## config.mk

```make
export PLATFORM = sky130hd
export DESIGN_NAME = sysio_axi_arb
export DESIGN_NICKNAME = d
export VERILOG_FILES = /design/src/rtl/sysio_pkg.sv /design/src/rtl/rr_arb2.sv /design/src/rtl/sysio_axi_arb.sv
export SDC_FILE = /design/constraint.sdc
export NUM_CORES = 1
export LEC_CHECK = 0
export BUFFER_PORTS_ARGS = -buffer_cell sky130_fd_sc_hd__buf_4
export CORE_AREA = 5 5 162 164
export CTS_CLUSTER_DIAMETER = 30
export DETAILED_ROUTE_END_ITERATION = 7
export DIE_AREA = 0 0 167 169
export SLEW_MARGIN = 25
export SYNTH_ARGS = -nofsm -noshare
export SYNTH_HDL_FRONTEND = slang
export SYNTH_SLANG_ARGS = --single-unit
```

## constraint.sdc

```tcl
create_clock -name clk -period 1.75 [get_ports clk]
set_input_delay 0 -clock clk [delete_from_list [all_inputs] [get_ports clk]]
set_output_delay 0 -clock clk [all_outputs]
set_load 0.005 [all_outputs]
```

## src/rtl/sysio_pkg.sv

```systemverilog
// Shared definitions for the sysio peripheral fabric: default bus widths and
// the lock-state encoding used by the two-master arbiter.
package sysio_pkg;

  localparam int DEF_ADDR_W = 32;
  localparam int DEF_DATA_W = 32;

  typedef enum logic [1:0] {
    UNLOCKED = 2'd0,
    LOCK0    = 2'd1,
    LOCK1    = 2'd2
  } lock_state_e;

  // One-hot view of the lock holder, 2'b00 when nobody holds the lock.
  function automatic logic [1:0] lock_onehot(input lock_state_e st);
    logic [1:0] oh;
    case (st)
      LOCK0:   oh = 2'b01;
      LOCK1:   oh = 2'b10;
      default: oh = 2'b00;
    endcase
    return oh;
  endfunction

endpackage

```

## src/rtl/rr_arb2.sv

```systemverilog
// Two-requester round-robin picker. Masked requesters never win; on a tie the
// requester that did not win last time gets the grant.
module rr_arb2 (
  input  logic [1:0] req_i,
  input  logic       last_i,
  input  logic [1:0] mask_i,
  output logic [1:0] grant_o
);

  logic [1:0] eff_req_s;

  // Combinational pick among the unmasked requesters.
  always_comb begin
    eff_req_s = req_i & ~mask_i;
    grant_o   = 2'b00;
    case (eff_req_s)
      2'b01:   grant_o = 2'b01;
      2'b10:   grant_o = 2'b10;
      2'b11:   grant_o = last_i ? 2'b01 : 2'b10;
      default: grant_o = 2'b00;
    endcase
  end

endmodule

```

## src/rtl/sysio_axi_arb.sv

```systemverilog
// Two-master AXI4-Lite arbiter in front of the sysio slave port: independent
// round-robin on W and AR, read-response routing, and a per-master lock.
module sysio_axi_arb
  import sysio_pkg::*;
#(
  parameter int ADDR_W = DEF_ADDR_W,
  parameter int DATA_W = DEF_DATA_W
) (
  input  logic              clk,
  input  logic              rst_n,
  input  logic [ADDR_W-1:0] m0_awaddr,
  input  logic              m0_awvalid,
  output logic              m0_awready,
  input  logic [DATA_W-1:0] m0_wdata,
  input  logic [3:0]        m0_wstrb,
  input  logic              m0_wvalid,
  output logic              m0_wready,
  input  logic [ADDR_W-1:0] m0_araddr,
  input  logic              m0_arvalid,
  output logic              m0_arready,
  output logic [DATA_W-1:0] m0_rdata,
  output logic              m0_rvalid,
  input  logic              m0_rready,
  input  logic              m0_lock,
  input  logic [ADDR_W-1:0] m1_awaddr,
  input  logic              m1_awvalid,
  output logic              m1_awready,
  input  logic [DATA_W-1:0] m1_wdata,
  input  logic [3:0]        m1_wstrb,
  input  logic              m1_wvalid,
  output logic              m1_wready,
  input  logic [ADDR_W-1:0] m1_araddr,
  input  logic              m1_arvalid,
  output logic              m1_arready,
  output logic [DATA_W-1:0] m1_rdata,
  output logic              m1_rvalid,
  input  logic              m1_rready,
  input  logic              m1_lock,
  output logic [ADDR_W-1:0] s_awaddr,
  output logic              s_awvalid,
  input  logic              s_awready,
  output logic [DATA_W-1:0] s_wdata,
  output logic [3:0]        s_wstrb,
  output logic              s_wvalid,
  input  logic              s_wready,
  output logic [ADDR_W-1:0] s_araddr,
  output logic              s_arvalid,
  input  logic              s_arready,
  input  logic [DATA_W-1:0] s_rdata,
  input  logic              s_rvalid,
  output logic              s_rready,
  output logic [1:0]        lock_owner
);

  lock_state_e lock_q, lock_d;
  logic wr_last_q, wr_last_d, rd_last_q, rd_last_d;
  logic rd_owner_q, rd_owner_d, rd_pend_q, rd_pend_d;
  logic wr_hold_q, wr_hold_d, wr_hold_idx_q, wr_hold_idx_d;
  logic rd_hold_q, rd_hold_d, rd_hold_idx_q, rd_hold_idx_d;

  logic [1:0] mask_s, wr_req_s, wr_gnt_s, rd_req_s, rd_gnt_s;
  logic       wr_ptr_s, rd_ptr_s, wr_idx_s, rd_idx_s;
  logic       wr_hs_s, ar_hs_s, r_hs_s, ar_allow_s, m0_hs_s, m1_hs_s;

  // A granted-but-stalled master keeps priority until its handshake.
  assign wr_ptr_s = wr_hold_q ? ~wr_hold_idx_q : wr_last_q;
  assign rd_ptr_s = rd_hold_q ? ~rd_hold_idx_q : rd_last_q;
  assign wr_req_s = {m1_awvalid & m1_wvalid, m0_awvalid & m0_wvalid};
  assign rd_req_s = {m1_arvalid, m0_arvalid};

  rr_arb2 u_wr_arb (
    .req_i   (wr_req_s),
    .last_i  (wr_ptr_s),
    .mask_i  (mask_s),
    .grant_o (wr_gnt_s)
  );

  rr_arb2 u_rd_arb (
    .req_i   (rd_req_s),
    .last_i  (rd_ptr_s),
    .mask_i  (mask_s),
    .grant_o (rd_gnt_s)
  );

  assign wr_idx_s   = wr_gnt_s[1];
  assign s_awvalid  = |wr_gnt_s;
  assign s_wvalid   = |wr_gnt_s;
  assign s_awaddr   = wr_idx_s ? m1_awaddr : m0_awaddr;
  assign s_wdata    = wr_idx_s ? m1_wdata : m0_wdata;
  assign s_wstrb    = wr_idx_s ? m1_wstrb : m0_wstrb;
  assign m0_awready = wr_gnt_s[0] & s_awready;
  assign m0_wready  = wr_gnt_s[0] & s_wready;
  assign m1_awready = wr_gnt_s[1] & s_awready;
  assign m1_wready  = wr_gnt_s[1] & s_wready;
  assign wr_hs_s    = (|wr_gnt_s) & s_awready & s_wready;

  // Only one read may be outstanding, but a new AR may ride on the R handshake.
  assign r_hs_s     = s_rvalid & s_rready;
  assign ar_allow_s = ~rd_pend_q | r_hs_s;
  assign rd_idx_s   = rd_gnt_s[1];
  assign s_arvalid  = (|rd_gnt_s) & ar_allow_s;
  assign s_araddr   = rd_idx_s ? m1_araddr : m0_araddr;
  assign m0_arready = rd_gnt_s[0] & ar_allow_s & s_arready;
  assign m1_arready = rd_gnt_s[1] & ar_allow_s & s_arready;
  assign ar_hs_s    = s_arvalid & s_arready;

  assign s_rready  = rd_owner_q ? m1_rready : m0_rready;
  assign m0_rvalid = s_rvalid & ~rd_owner_q;
  assign m1_rvalid = s_rvalid & rd_owner_q;
  assign m0_rdata  = s_rdata;
  assign m1_rdata  = s_rdata;

  assign m0_hs_s = (wr_hs_s & ~wr_idx_s) | (ar_hs_s & ~rd_idx_s);
  assign m1_hs_s = (wr_hs_s & wr_idx_s) | (ar_hs_s & rd_idx_s);

  // Lock decode: the non-holder is masked on both channels.
  always_comb begin
    lock_owner = lock_onehot(lock_q);
    mask_s     = 2'b00;
    case (lock_q)
      LOCK0:   mask_s = 2'b10;
      LOCK1:   mask_s = 2'b01;
      default: mask_s = 2'b00;
    endcase
  end

  // Next-state for pointers, read tracking, grant hold and lock FSM.
  always_comb begin
    wr_last_d     = wr_last_q;
    rd_last_d     = rd_last_q;
    rd_owner_d    = rd_owner_q;
    rd_pend_d     = rd_pend_q;
    lock_d        = lock_q;
    wr_hold_d     = (|wr_gnt_s) & ~wr_hs_s;
    wr_hold_idx_d = wr_idx_s;
    rd_hold_d     = (|rd_gnt_s) & ~ar_hs_s;
    rd_hold_idx_d = rd_idx_s;

    if (wr_hs_s) begin
      wr_last_d = wr_idx_s;
    end else begin
      wr_last_d = wr_last_q;
    end

    if (ar_hs_s) begin
      rd_last_d  = rd_idx_s;
      rd_owner_d = rd_idx_s;
      rd_pend_d  = 1'b1;
    end else if (r_hs_s) begin
      rd_pend_d  = 1'b0;
    end else begin
      rd_pend_d  = rd_pend_q;
    end

    case (lock_q)
      UNLOCKED: begin
        if (m0_hs_s & m0_lock) begin
          lock_d = LOCK0;
        end else if (m1_hs_s & m1_lock) begin
          lock_d = LOCK1;
        end else begin
          lock_d = UNLOCKED;
        end
      end
      LOCK0: begin
        if (~m0_lock & (~(s_rvalid & ~rd_owner_q) | r_hs_s)) begin
          lock_d = UNLOCKED;
        end else begin
          lock_d = LOCK0;
        end
      end
      LOCK1: begin
        if (~m1_lock & (~(s_rvalid & rd_owner_q) | r_hs_s)) begin
          lock_d = UNLOCKED;
        end else begin
          lock_d = LOCK1;
        end
      end
      default: lock_d = UNLOCKED;
    endcase
  end

  // State registers; pointers start at 1 so M0 has first priority.
  always_ff @(posedge clk or negedge rst_n) begin
    if (!rst_n) begin
      wr_last_q     <= 1'b1;
      rd_last_q     <= 1'b1;
      rd_owner_q    <= 1'b0;
      rd_pend_q     <= 1'b0;
      lock_q        <= UNLOCKED;
      wr_hold_q     <= 1'b0;
      wr_hold_idx_q <= 1'b0;
      rd_hold_q     <= 1'b0;
      rd_hold_idx_q <= 1'b0;
    end else begin
      wr_last_q     <= wr_last_d;
      rd_last_q     <= rd_last_d;
      rd_owner_q    <= rd_owner_d;
      rd_pend_q     <= rd_pend_d;
      lock_q        <= lock_d;
      wr_hold_q     <= wr_hold_d;
      wr_hold_idx_q <= wr_hold_idx_d;
      rd_hold_q     <= rd_hold_d;
      rd_hold_idx_q <= rd_hold_idx_d;
    end
  end

endmodule

```

==> flow_metrics.env <==
export IMPL_synth_edff_count=0
export IMPL_report_final_setup_viol=101
export IMPL_irDropWorstVdd_mv=0.311
export IMPL_critical_path_required_ns=1.75
export IMPL_worst_r2r_path_depth=10
export IMPL_global_route_usage_total_pct=9.37
export IMPL_first_pass_iters=4
export IMPL_drc=0
export IMPL_rsz0062_at_grt="yes"
export IMPL_total_power_mw=3.31
export IMPL_detailroute_via_count=2979
export IMPL_crit_top_cell="buf_4"
export IMPL_area_of_all_placed_cells_without_fillers_mm2=0.00545
export IMPL_number_of_antenna_violations_at_the_first_check_in_global_routing=0
export IMPL_slowest_delay_ns=0.38
export IMPL_preCtsSetupSlack_ns=-0.0645
export IMPL_syn_mean_instance_area_um2=9.71
export IMPL_place_congestion=0.858
export IMPL_layout_drive_gt1_share_pct=88.7
export IMPL_global_route_wire_length_before_repair_um=20600
export IMPL_whs_ns=0.00000251
export IMPL_setup_reg_to_reg_worst_slack_ns=0
export IMPL_holdPathEnd="m1_rdata[1]"
export IMPL_die_height_um=169
export IMPL_cts_reportedPaths_clkPinSlew_ns=0.05
export IMPL_synth_top_cell_area_share_pct=40.2
export IMPL_post_route_setup_tns_ns=-16.14
export IMPL_timing_fmax_mhz=501
export IMPL_ys_dominant_reg_cell="dfrtp_1"
export IMPL_timing_max_slew_rel_slack_pct=80.6
export IMPL_synthesis_yosys_warnings=0
export IMPL_hold_viol=0
export IMPL_cts_made_buffers=3
export IMPL_synth_cell_type_count=35
export IMPL_clockRootBuffer="clkbuf_16"
export IMPL_ys_seq_elements=10
export IMPL_grt_overflow_total=0
export IMPL_routedWlPerCell_um=16.6
export IMPL_endpoint_of_the_worst_register_to_register_path="lock_q[1]$_DFF_PN0_"
export IMPL_num_nets_final=787
export IMPL_timing_final_max_slew_violations=0
export IMPL_clock_tree_htree_level_count=1
export IMPL_hold_path_startpoint="s_rdata[1]"
export IMPL_critPathKind="flip-flop to output port"
export IMPL_core_region_area_mm2=0.0247
export IMPL_layout_worst_path_cycle_share_pct=114
export IMPL_final_common_cell="buf_4"
export IMPL_floorplan_die_area_mm2=0.0282
export IMPL_critical_path_startpoint_type="flip-flop"
export IMPL_postSynth_asyncResetShare_pct=100
export IMPL_min_path_type="primary input to output port"
export IMPL_detailedRoute_firstIterationViolations=30
export IMPL_cts_tree="built"
export IMPL_io_buffer_count=329
export IMPL_path_delay_family="buffers and inverters"
export IMPL_clkSinkCount=10
export IMPL_slowest_stage="dfrtp_1"
export IMPL_status="complete, but fails checks"
export IMPL_die_x_um=167
export IMPL_worst_pin_slew_ns=0.289
export IMPL_hold_depth=0
export IMPL_clk_path_buf_depth=2
export IMPL_core_rows=58
export IMPL_crit_arrival_ns=2.00
export IMPL_failing_checks="setup timing"
export IMPL_route_final_wire_length_um=14400
export IMPL_initial_core_util_pct=9.61
export IMPL_yosys_area_top_type="mux2_2"
export IMPL_clock_latency_ns=0.24
export IMPL_detailed_place_area_mm2=0.00489
export IMPL_first_global_vias=3424
export IMPL_drtAntennaViolNets=0
export IMPL_finalClockSkew_ns=0.00554
export IMPL_post_synthesis_instance_area_mm2=0.00238
export IMPL_synth_seq_area_share_pct=10.6
export IMPL_reg_to_reg_start="lock_q[1]$_DFF_PN0_"
export IMPL_maxCapViolations=0
export IMPL_synth_area_leaders="mux2_2 40%, buf_4 21%, dfrtp_1 8.4%"
export IMPL_post_dp_hpwl_um=12300
export IMPL_leakage_nw=2.79
export IMPL_netlist_instances=245
export IMPL_crit_path_max_fanout=14
export IMPL_boundary_pins=426
export IMPL_timing_critical_path_buf_inv=3
export IMPL_power_per_cell_area_mw_per_mm2=608
export IMPL_crit_path_end_kind="output port"
export IMPL_fin_ws_ns=-0.248
export IMPL_syn_num_nets=493
export IMPL_pin_count_of_the_biggest_net_entering_global_routing=19
export IMPL_antennaDiodeCount=0
export IMPL_crit_path_cell_trace="or2b_2, nand3_4, a41oi_4, buf_12, buf_4, mux2_2, buf_4"
export IMPL_commonest_cells_after_routing_fill_and_taps_aside="321 x buf_4, 52 x mux2_2, 43 x mux2_4"
export IMPL_route_detailed_vias_per_inst=3.43
export IMPL_layout_area_overhead_vs_synth_pct=129
export IMPL_timing_final_crit_period_ns=2.00
==> synth_stat cells (2+ instances only) <==
library cell / count
a21oi_1: 3
inv_1: 11
nor2_1: 3
mux2_2: 85
dfrtp_1: 8
mux2_1: 6
dfstp_2: 2
o21ai_0: 4
buf_6: 7
buf_2: 3
mux2_4: 10
nand2_1: 7
and2_1: 6
or2_2: 2
nor2b_1: 4
buf_4: 65
==> where the power goes <==
part	switching, mW	internal [mW]
Combinational	0.870	1.63
Clock	0.119	0.345
Sequential	0.0385	0.308
Total	1.03	2.29
==> area by class of cell <==
| class | count | area (um2) |
|---|---|---|
| clock buffers | 4 | 88.8 |
| well taps | 330 | 413 |
| repair buffers | 364 | 2990 |
| fillers | 2697 | 19300 |
| flip-flops and latches | 10 | 253 |
| multi-input cells | 149 | 1670 |
| inverters | 11 | 43.8 |
==> logic make-up (layout without fill, tap and decap cells) <==
group	after synthesis	count (layout)	share of synthesized area, %
mux	102	102	49.8
buf+inv	86	379	26.2
simple gates	28	28	6.79
compound gates	19	19	6.58
flops	10	10	10.6
==> per-layer routing <==
layer  part of all wire [%]  global-route usage (%)
met5                      0                       0
met4                    3.3                    3.66
met3                     10                    3.32
met2                     49                    16.2
met1                     38                    10.6
==> how the worst max path moves through the flow <==
stage,start,to,slack [ns],cells after the start
2_1_floorplan,rd_owner_q$_DFFE_PN0P_,lock_q[1]$_DFF_PN0_,0.13,6
6_report,lock_q[0]$_DFF_PN0_,s_awaddr[9],-0.25,7
3_3_place_gp,wr_last_q$_DFFE_PN1P_,s_awaddr[9],-0.03,7
4_1_cts,lock_q[0]$_DFF_PN0_,s_awaddr[26],-0.28,7
3_5_place_dp,wr_last_q$_DFFE_PN1P_,s_awaddr[26],-0.06,7
5_1_grt,lock_q[0]$_DFF_PN0_,s_awaddr[9],-0.35,7
==> registers in the layout, indices dropped and copies added (netlist names) <==
register / count
lock_q: 2
rd_hold_idx_q: 1
rd_hold_q: 1
rd_last_q: 1
rd_owner_q: 1
rd_pend_q: 1
wr_hold_idx_q: 1
wr_hold_q: 1
wr_last_q: 1
==> through the flow <==
stage                     std cells  util (%)
after floorplan                 245         -
after global placement          852      19.8
after detailed placement        852      19.8
after CTS                       865      21.8
after global routing            868      22.0
final                           868      22.0
==> what timing repair did <==
item / in CTS / in global routing
pin swaps: 0 / 5
gates cloned: 4 / 0
setup endpoints to repair: 103 / 107
hold endpoints to repair: 10 / 0
resized for setup: 75 / 10
setup buffers: 4 / 4
hold buffers: 1 / 0
Power figures use the tool's default switching activity.
